--- config.mk ---
export PLATFORM = sky130hd
export DESIGN_NAME = output_deskewer_flat
export DESIGN_NICKNAME = d
export VERILOG_FILES = /design/src/rtl/systolic_pkg.sv /design/src/rtl/output_deskewer_if.sv /design/src/rtl/deskew_fifo.sv /design/src/rtl/shift_reg.sv /design/src/rtl/output_deskewer.sv /design/src/flat_wrapper.sv
export SDC_FILE = /design/constraint.sdc
export NUM_CORES = 1
export LEC_CHECK = 0
export CAP_MARGIN = 0
export CORE_AREA = 2 2 197 199
export CTS_BUF_LIST = sky130_fd_sc_hd__clkbuf_8
export CTS_CLUSTER_SIZE = 10
export DETAILED_ROUTE_END_ITERATION = 10
export DIE_AREA = 0 0 199 201
export MAX_ROUTING_LAYER = met4
export PLACE_DENSITY_LB_ADDON = 0.12
export SETUP_SLACK_MARGIN = 0.4
export SLEW_MARGIN = 20
export SYNTH_ARGS = -nofsm -noshare
export SYNTH_HDL_FRONTEND = slang
export SYNTH_SLANG_ARGS = --single-unit
--- constraint.sdc ---
create_clock -name clk -period 3.12 [get_ports clk]
set_clock_uncertainty 0.05 [all_clocks]
set_input_delay 0.312 -clock clk [delete_from_list [all_inputs] [get_ports clk]]
set_output_delay 0.312 -clock clk [all_outputs]
set_load 0.01 [all_outputs]
--- src/rtl/systolic_pkg.sv ---
// Shared definitions for the systolic-array output path: default geometry,
// the row type and a counter-width helper.
package systolic_pkg;

    localparam int DEFAULT_MATRIX_SIZE = 2;
    localparam int DEFAULT_DATA_SIZE   = 32;

    typedef logic [DEFAULT_MATRIX_SIZE-1:0][DEFAULT_DATA_SIZE-1:0] row_t;

    // Width of a counter over n values, never narrower than one bit.
    function automatic int min1_clog2(input int n);
        return (n > 1) ? $clog2(n) : 1;
    endfunction

endpackage

--- src/rtl/output_deskewer_if.sv ---
// Skewed-input / aligned-output bundle of the output deskewer.
// master drives the skewed rows and the consumer ready; slave is the deskewer.
interface output_deskewer_if #(
    parameter int MATRIX_SIZE = systolic_pkg::DEFAULT_MATRIX_SIZE,
    parameter int DATA_SIZE   = systolic_pkg::DEFAULT_DATA_SIZE
) ();

    logic                                  enable_in;
    logic                                  in_valid;
    logic [MATRIX_SIZE-1:0][DATA_SIZE-1:0] data_skewed;
    logic [MATRIX_SIZE-1:0][DATA_SIZE-1:0] data;
    logic                                  out_valid;
    logic                                  out_ready;
    logic                                  out_last;
    logic                                  overflow;

    modport master (
        output enable_in, in_valid, data_skewed, out_ready,
        input  data, out_valid, out_last, overflow
    );

    modport slave (
        input  enable_in, in_valid, data_skewed, out_ready,
        output data, out_valid, out_last, overflow
    );

endinterface

--- src/rtl/deskew_fifo.sv ---
// Aligned-row FIFO whose head entry is mirrored in an output register, so the
// consumer sees registered data/valid; accepts a push when full if a pop coincides.
module deskew_fifo #(
    parameter int WIDTH = 64,
    parameter int DEPTH = 4
) (
    input  logic             clk,
    input  logic             reset,
    input  logic             push,
    input  logic [WIDTH-1:0] wdata,
    input  logic             pop,
    output logic             full,
    output logic             empty,
    output logic             rvalid,
    output logic [WIDTH-1:0] rdata
);

    localparam int AW = $clog2(DEPTH);
    localparam int CW = AW + 1;

    logic [DEPTH-1:0][WIDTH-1:0] mem_q, mem_d;
    logic [AW-1:0]               wr_ptr_q, wr_ptr_d;
    logic [AW-1:0]               rd_ptr_q, rd_ptr_d;
    logic [CW-1:0]               count_q, count_d;
    logic [WIDTH-1:0]            rdata_q, rdata_d;
    logic                        rvalid_q, rvalid_d;
    logic                        push_ok, pop_ok;

    assign full    = (count_q == CW'(DEPTH));
    assign empty   = (count_q == '0);
    assign pop_ok  = pop && !empty;
    assign push_ok = push && (!full || pop_ok);

    // The head register is reloaded from the post-write image so a row pushed
    // into an emptying FIFO appears on the very next cycle.
    always_comb begin
        mem_d    = mem_q;
        wr_ptr_d = wr_ptr_q;
        rd_ptr_d = rd_ptr_q;
        count_d  = count_q;
        if (push_ok) begin
            mem_d[wr_ptr_q] = wdata;
            wr_ptr_d        = wr_ptr_q + 1'b1;
            count_d         = count_d + 1'b1;
        end
        if (pop_ok) begin
            rd_ptr_d = rd_ptr_q + 1'b1;
            count_d  = count_d - 1'b1;
        end
        rvalid_d = (count_d != '0);
        rdata_d  = rvalid_d ? mem_d[rd_ptr_d] : rdata_q;
    end

    always_ff @(posedge clk) begin
        if (!reset) begin
            wr_ptr_q <= '0;
            rd_ptr_q <= '0;
            count_q  <= '0;
            rvalid_q <= 1'b0;
            rdata_q  <= '0;
        end else begin
            wr_ptr_q <= wr_ptr_d;
            rd_ptr_q <= rd_ptr_d;
            count_q  <= count_d;
            rvalid_q <= rvalid_d;
            rdata_q  <= rdata_d;
        end
    end

    always_ff @(posedge clk) begin
        mem_q <= mem_d;
    end

    assign rvalid = rvalid_q;
    assign rdata  = rdata_q;

endmodule

--- src/rtl/shift_reg.sv ---
// Enable-gated shift register of DEPTH stages (DEPTH >= 1) with synchronous
// active-low clear; all stages hold while en is low.
module shift_reg #(
    parameter int WIDTH = 1,
    parameter int DEPTH = 1
) (
    input  logic             clk,
    input  logic             reset,
    input  logic             en,
    input  logic [WIDTH-1:0] din,
    output logic [WIDTH-1:0] dout
);

    logic [DEPTH-1:0][WIDTH-1:0] stage_q, stage_d;

    always_comb begin
        stage_d = stage_q;
        if (en) begin
            stage_d[0] = din;
            for (int k = 1; k < DEPTH; k++) begin
                stage_d[k] = stage_q[k-1];
            end
        end
    end

    always_ff @(posedge clk) begin
        if (!reset) begin
            stage_q <= '0;
        end else begin
            stage_q <= stage_d;
        end
    end

    assign dout = stage_q[DEPTH-1];

endmodule

--- src/rtl/output_deskewer.sv ---
// Realigns the staggered edge outputs of a systolic array into whole rows,
// buffers them and tags the last row of each matrix.
module output_deskewer
    import systolic_pkg::*;
#(
    parameter int MATRIX_SIZE = DEFAULT_MATRIX_SIZE,
    parameter int DATA_SIZE   = DEFAULT_DATA_SIZE,
    parameter int FIFO_DEPTH  = 4
) (
    input  logic               clk,
    input  logic               reset,
    output_deskewer_if.slave   bus
);

    localparam int RW    = min1_clog2(MATRIX_SIZE);
    localparam int ROW_W = MATRIX_SIZE * DATA_SIZE;

    logic [MATRIX_SIZE-1:0][DATA_SIZE-1:0] aligned;
    logic                                  vld_aligned;
    logic                                  push, pop;
    logic                                  fifo_full, fifo_empty, fifo_rvalid;
    logic [ROW_W-1:0]                      fifo_rdata;
    logic [RW-1:0]                         row_q, row_d;
    logic                                  overflow_q, overflow_d;

    // Lane i arrives i cycles late, so it waits MATRIX_SIZE-1-i cycles to
    // line up with the last lane, which passes straight through.
    for (genvar i = 0; i < MATRIX_SIZE; i++) begin : g_lane
        if (MATRIX_SIZE - 1 - i == 0) begin : g_wire
            assign aligned[i] = bus.data_skewed[i];
        end else begin : g_dly
            shift_reg #(
                .WIDTH (DATA_SIZE),
                .DEPTH (MATRIX_SIZE - 1 - i)
            ) u_dly (
                .clk   (clk),
                .reset (reset),
                .en    (bus.enable_in),
                .din   (bus.data_skewed[i]),
                .dout  (aligned[i])
            );
        end
    end

    if (MATRIX_SIZE == 1) begin : g_vld_wire
        assign vld_aligned = bus.in_valid;
    end else begin : g_vld_dly
        shift_reg #(
            .WIDTH (1),
            .DEPTH (MATRIX_SIZE - 1)
        ) u_vld (
            .clk   (clk),
            .reset (reset),
            .en    (bus.enable_in),
            .din   (bus.in_valid),
            .dout  (vld_aligned)
        );
    end

    assign push = bus.enable_in & vld_aligned;
    assign pop  = ~fifo_empty & bus.out_ready;

    deskew_fifo #(
        .WIDTH (ROW_W),
        .DEPTH (FIFO_DEPTH)
    ) u_fifo (
        .clk    (clk),
        .reset  (reset),
        .push   (push),
        .wdata  (aligned),
        .pop    (pop),
        .full   (fifo_full),
        .empty  (fifo_empty),
        .rvalid (fifo_rvalid),
        .rdata  (fifo_rdata)
    );

    always_comb begin
        row_d = row_q;
        if (pop) begin
            row_d = (row_q == RW'(MATRIX_SIZE - 1)) ? '0 : row_q + 1'b1;
        end
        overflow_d = overflow_q | (push & fifo_full & ~pop);
    end

    always_ff @(posedge clk) begin
        if (!reset) begin
            row_q      <= '0;
            overflow_q <= 1'b0;
        end else begin
            row_q      <= row_d;
            overflow_q <= overflow_d;
        end
    end

    assign bus.data      = fifo_rdata;
    assign bus.out_valid = fifo_rvalid;
    assign bus.out_last  = fifo_rvalid & (row_q == RW'(MATRIX_SIZE - 1));
    assign bus.overflow  = overflow_q;

endmodule

--- src/flat_wrapper.sv ---
// flat-port wrapper written by rule: the top's interface ports become plain ports
module output_deskewer_flat import systolic_pkg::*;
#(
    parameter int MATRIX_SIZE = DEFAULT_MATRIX_SIZE,
    parameter int DATA_SIZE   = DEFAULT_DATA_SIZE,
    parameter int FIFO_DEPTH  = 4
)
  (clk, reset, bus_enable_in, bus_in_valid, bus_data_skewed, bus_out_ready, bus_data, bus_out_valid, bus_out_last, bus_overflow);
  output_deskewer_if #(.MATRIX_SIZE(MATRIX_SIZE), .DATA_SIZE(DATA_SIZE)) bus_i ();
  input  logic clk;
  input  logic reset;
  input wire logic [$bits(bus_i.enable_in)-1:0] bus_enable_in;
  input wire logic [$bits(bus_i.in_valid)-1:0] bus_in_valid;
  input wire logic [$bits(bus_i.data_skewed)-1:0] bus_data_skewed;
  input wire logic [$bits(bus_i.out_ready)-1:0] bus_out_ready;
  output wire logic [$bits(bus_i.data)-1:0] bus_data;
  output wire logic [$bits(bus_i.out_valid)-1:0] bus_out_valid;
  output wire logic [$bits(bus_i.out_last)-1:0] bus_out_last;
  output wire logic [$bits(bus_i.overflow)-1:0] bus_overflow;
  assign bus_i.enable_in = bus_enable_in;
  assign bus_i.in_valid = bus_in_valid;
  assign bus_i.data_skewed = bus_data_skewed;
  assign bus_i.out_ready = bus_out_ready;
  assign bus_data = bus_i.data;
  assign bus_out_valid = bus_i.out_valid;
  assign bus_out_last = bus_i.out_last;
  assign bus_overflow = bus_i.overflow;
  output_deskewer #(.MATRIX_SIZE(MATRIX_SIZE), .DATA_SIZE(DATA_SIZE), .FIFO_DEPTH(FIFO_DEPTH)) u_core (.clk(clk), .reset(reset), .bus(bus_i));
endmodule
Yosys cells after proc, flatten, opt, wreduce, memory -nomap -nowiden
Cells that the tools add are included.
{"block": "totals", "output_inout_bits": 67, "ff_bits": 363, "wordCells": 48}
{"block": "classes", "n_mux": 10, "order_cmp": 3, "addsub": 5, "eq_ne": 1, "bitwise_logic": 8, "reduce_logical": 8}
{"op": "$bwmux 256", "n": 1}
{"op": "$mux 256", "n": 1}
{"op": "$bmux 64 s2", "n": 1}
{"op": "$demux 64 s2", "n": 1}
{"op": "$mux 64", "n": 2}
{"op": "$lt 2x3->1 const B", "n": 2}
{"op": "$mux 3", "n": 2}
{"op": "$and 1x1->1", "n": 5}
{"op": "$add 2x1->2 const B", "n": 2}
{"op": "$add 3x1->3 const B", "n": 1}
{"op": "$eq 3x3->1 const B", "n": 1}
{"op": "$logic_and 1x1->1", "n": 3}
{"op": "$logic_not 3->1", "n": 1}
{"op": "$reduce_bool 3->1", "n": 1}
{"op": "$sub 3x1->3 const B", "n": 1}
{"op": "$ge 2x1->1 const B", "n": 1}
{"op": "$logic_not 1->1", "n": 2}
{"op": "$mux 2", "n": 1}
{"op": "$not 1->1", "n": 2}
{"op": "$add 1x1->1 const B", "n": 1}
{"op": "$logic_or 1x1->1", "n": 1}
{"op": "$mux 1", "n": 1}
{"op": "$or 1x1->1", "n": 1}

Logic depth before layout (Yosys ltp)
{"block": "depth", "ltp_word": 10, "mapped_depth": 15, "depth_no_buf": 12}

Hierarchy
Synthesis repeated with hierarchy kept, for this count alone.
{"block": "hier_totals", "hier_cells": 1619, "hier_area_um2": 15591.2}
{"module": "deskew_fifo", "area_each_um2": 14213.6, "seq_area_each_um2": 6566.3, "n_inst": 1, "cells_each": 1503}
{"module": "shift_reg (u_core.g_lane[0].g_dly.u_dly)", "area_each_um2": 1243.7, "seq_area_each_um2": 640.6, "n_inst": 1, "cells_each": 103}
{"module": "output_deskewer", "area_each_um2": 97.6, "seq_area_each_um2": 40.0, "n_inst": 1, "cells_each": 10}
{"module": "shift_reg (u_core.g_vld_dly.u_vld)", "area_each_um2": 36.3, "seq_area_each_um2": 20.0, "n_inst": 1, "cells_each": 3}

Least setup slack after synthesis
Ideal clock, no wire load.
{"block": "synth_path", "kind": "reg-to-reg", "start": "register u_core.u_fifo.count_q[0]", "end": "register u_core.u_fifo.rdata_q[38], in the netlist u_core.u_fifo.rdata[38]", "t_arrival_ps": 2470, "path_buffers": 3, "setup_time_ps": 137, "period_less_slack_ps": 2656, "path_stages_with_launch": 16, "setup_slack_ps": 464, "path_cell_list": "dfxtp_1 > inv_1 > ha_1 > nand3b_2 > and2_1 > buf_4 > xnor2_1 > ha_1 > xnor2_1 > nand4_1 > o311ai_1 > o211ai_2 > buf_2 > buf_2 > o21ai_0 > a31oi_1"}
{"block": "synth_via", "elab_chain_cells": 10, "word_cells_on_any_way": 18, "classes_between": "2 x add/sub; 1 x eq/ne; 6 x mux; 2 x bitwise; 7 x reduce/logical"}
{"element": "from (decl)", "line_no": "deskew_fifo.sv:24", "rtl": "logic [CW-1:0] count_q, count_d;"}
{"element": "from (signal assigned)", "line_no": "deskew_fifo.sv:64", "rtl": "count_q <= count_d;"}
{"element": "$logic_not 3->1", "line_no": "deskew_fifo.sv:30", "rtl": "assign empty = (count_q == '0);"}
{"element": "$not 1->1", "line_no": "output_deskewer.sv:61", "rtl": "assign pop = ~fifo_empty & bus.out_ready;"}
{"element": "$and 1x1->1", "line_no": "output_deskewer.sv:61"}
{"element": "$logic_and 1x1->1", "line_no": "deskew_fifo.sv:31", "rtl": "assign pop_ok = pop && !empty;"}
{"element": "$logic_or 1x1->1", "line_no": "deskew_fifo.sv:32", "rtl": "assign push_ok = push && (!full || pop_ok);"}
{"element": "$logic_and 1x1->1", "line_no": "deskew_fifo.sv:32"}
{"element": "$mux 3", "line_no": "deskew_fifo.sv:41", "rtl": "if (push_ok) begin"}
{"element": "$sub 3x1->3", "line_no": "deskew_fifo.sv:48", "rtl": "count_d = count_d - 1'b1;"}
{"element": "$mux 3", "line_no": "deskew_fifo.sv:46", "rtl": "if (pop_ok) begin"}
{"element": "$reduce_bool 3->1", "line_no": "deskew_fifo.sv:50", "rtl": "rvalid_d = (count_d != '0);"}
{"element": "to (signal assigned)", "line_no": "deskew_fifo.sv:66", "rtl": "rdata_q <= rdata_d;"}
{"element": "to (decl)", "line_no": "deskew_fifo.sv:25", "rtl": "logic [WIDTH-1:0] rdata_q, rdata_d;"}
Several ways; a longest one is shown, not always the timed one. The select of a mux whose other input is x is not followed.
A chain may end at the register's enable or synchronous reset.

Final worst setup path
{"block": "layout_path", "start": "register u_core.u_fifo.count_q[0]", "end": "register u_core.u_fifo.rdata_q[23], in the netlist u_core.u_fifo.rdata[23]"}
The elaborated chain is that of the path after synthesis.

==> metrics <==
CP Data Arrival Time just over 3000 ps; # DRC 0; post-synthesis cell count 1478; CP max FO 20; Post-synth top flop dfxtp_1; hold_buf cts 0; HPWL after detailed placement 23.85 mm; remaining antenna violation count 0; outcome completed; register cell area after layout 7272 um^2; CP max stage delay about 380 ps; Layout Nets ~1.7k; Setup crit end kind flop; combinational power share approximately 41%; sequential fraction of design power a little over a third; Critical Path Source Type flop; Mean Syn Cell Area 10.17 um^2; initial antenna violation count 4; Final Wtd Congestion 0.7665; io pins 136; crit-path leading delay family buffers and inverters; later-pin clock latency in the skew report 650 ps; top-count cell post-synth dfxtp_1; RSZ-0062 raised after global routing no; Clock Pin Slew Worst Setup and Hold Paths 60 ps; clock share of power 22.6%; die area about 40000 um^2; Final setup viols 0; CTS H-Tree Depth 2; total CTS buffers 60; share of cells above drive strength 1 21.50%; Die Y between 200 and 250 um; Synth area leaders dfxtp_1 48%, mux2_2 15%, nand2_1 5.1%; total global-route track usage between 20 and 25%; Power Dens Cells 885.4 nW/um^2; Commonest cells post-synth 363 x dfxtp_1, 203 x nand2_1, 194 x mux2_2, 103 x o21ai_0, 74 x clkbuf_1; deepest clock path buffer count 3; Synth Net Count 1554; Slew HR 41.24%; DR vias approximately 12k; slowest stage cell, crit path dfxtp_4; Initial Util 39.46%; # fillers 3593; CTS sink count 363; register area share after synthesis 48.33%; WL/cell 20.73 um; Final Cycle Share between 80% and 90%; drt first pass iters 5; max frequency 385.6 MHz; CTS tree done; synth warn 0; switching share of power a little over a third; maximum VDD drop 0.6630 mV; Yosys reg bits 363; core area 38110 um^2; Total Neg Setup Slack 0 ps; via/cell ratio 5.621; clock root buffer clkbuf_8; Yosys top cell area share approximately 48%; P_sw 5.787 mW; worst hold slack 107.3 ps; fin. max-slew vios 0; Hold Vio Cnt, Final 0; Internal 10.33 mW; Multi-input gate area 7311 um^2; largest net degree at the start of global routing 69; Mapped Area 15040 um^2; first-pass GRT wire length 69.02 mm; Post-synth EDFFs 0; P_leak 7.354 nW; number of I/O port buffers ~140; die width 199 um; CP bufs+invs 3; P&R area growth vs syn 21.09%; Max-cap violations 0; Total Wirelength 44.18 mm; DRT iter0 DRCs 675; total grt overflow 0; number of global-route vias before repair about 12k; Rows 72; Critical Path RT roughly 3600 ps; final worst path period need 2593 ps; Hold WC Path Type in2reg; Worst Tran Pin Value 881.5 ps; sequence of cells on the critical path inv_4 > ha_4 > nand3b_4 > and2_4 > xnor2_2 > ha_2 > xnor2_1 > nand4_1 > o311ai_2 > o211ai_4 > buf_12 > bufbuf_16 > o21ai_0 > a31oi_1; Crit Path Category reg2reg; largest area contributor in the netlist dfxtp_1; Async S/R FF share, synth 0%; Distinct cells, synth 36
==> state kept, by name, indices dropped and copies added, names as in the netlist <==
signal,flops
u_core.u_fifo.wr_ptr_q,2
u_core.g_vld_dly.u_vld.dout,1
u_core.u_fifo.mem_q,256
u_core.bus.overflow,1
u_core.u_fifo.rd_ptr_q,2
u_core.g_lane.g_dly.u_dly.dout,32
u_core.u_fifo.count_q,3
u_core.u_fifo.rdata,64
u_core.u_fifo.rvalid,1
u_core.row_q,1
==> routing by layer <==
layer | wire, um | vias to the layer above | global-route usage [%]
met5 | 0 | - | -
met4 | 858 | 0 | 6.397
met3 | 2274 | 64 | 4.788
met2 | 20350 | 289 | 35.09
met1 | 20700 | 5928 | 29.98
li1 | - | 5697 | -
==> cell families after synthesis <==
logic type | Yosys count | synth area share (%)
fa+ha+maj | 7 | 0.5825
compound gates | 393 | 18.61
buf+inv | 146 | 4.311
mux | 227 | 16.73
simple gates | 333 | 10.87
flops | 363 | 48.33
xor+xnor | 9 | 0.5742
==> through the flow <==
step                      worst slack (ps)  util, %  total power [mW]  cells  cell area (um^2)
after CTS                            432.2    47.57             16.20   2126             18130
after floorplan                      463.8        -             9.556   1478             15040
after global routing                 398.6    47.78             17.06   2131             18210
after detailed placement             98.04    44.43             11.73   2027             16930
final                                526.8    47.78             16.12   2131             18210
after global placement               195.6    44.43             11.68   2027             16930
==> power groups by stage <==
stage | Clock (mW) | Sequential [mW] | Combinational [mW]
6_report | 3.65 | 5.87 | 6.60
5_1_grt | 3.99 | 5.96 | 7.11
4_1_cts | 3.78 | 5.86 | 6.56
3_5_place_dp | 0 | 5.94 | 5.79
3_3_place_gp | 0 | 5.93 | 5.75
2_1_floorplan | 0 | 5.90 | 3.66
==> cell type report <==
class                           instances  share of cell area, %
Antenna cell                            4                0.05498
Clock inverter                         24                 0.5567
Tap cell                              518                  3.560
Timing Repair Buffer                  184                  10.78
Clock buffer                           64                  4.838
Sequential cell                       363                  39.94
Multi-Input combinational cell        969                  40.16
Inverter                                5                 0.1168
==> cells in the final DEF (no fill, tap or decap), drive strengths merged, types with 2 or more instances in the layout <==
master	netlist	final
ha	7	7
clkinv	0	3
dfxtp	363	363
clkbuf	74	64
nand4b	64	64
nor2	43	43
o221ai	64	64
o21ai	130	130
nand2	203	203
a21oi	3	3
and3	2	2
o311a	64	64
bufbuf	0	2
diode	0	4
xor2	3	3
inv	5	25
mux2i	33	33
xnor2	6	6
nor2b	2	2
nand3	6	6
mux2	194	194
and2	8	8
buf	67	49
clkdlybuf4s50	0	133
o21a	64	64
a31oi	64	64
==> path summary, 6_finish.rpt <==
| check | start | endpoint | slack [ps] | cells past startpoint |
|---|---|---|---|---|
| worst max-delay path | u_core.u_fifo.count_q[0]$_SDFF_PN0_ | u_core.u_fifo.rdata[23]$_SDFFE_PN0P_ | 530 | 14 |
| worst min-delay path | reset | u_core.g_lane[0].g_dly.u_dly.dout[12]$_SDFFE_PN0P_ | 110 | 3 |
| worst max register to register | u_core.u_fifo.count_q[0]$_SDFF_PN0_ | u_core.u_fifo.rdata[23]$_SDFFE_PN0P_ | 530 | 14 |
| worst min register to register | u_core.u_fifo.mem_q[155]$_DFF_P_ | u_core.u_fifo.mem_q[155]$_DFF_P_ | 390 | 2 |
==> worst min-delay path, stage by stage <==
cell      delay (ps)
buf_2            110
clkinv_1         260
nor2_1            80
==> timing repair <==
item,CTS,global route
setup buffers,8,1
pin swaps,3,5
cloned,3,0
gates resized for setup,15,14
setup endpoints to repair,65,64
Note: power is estimated with default switching activity, not from simulation.
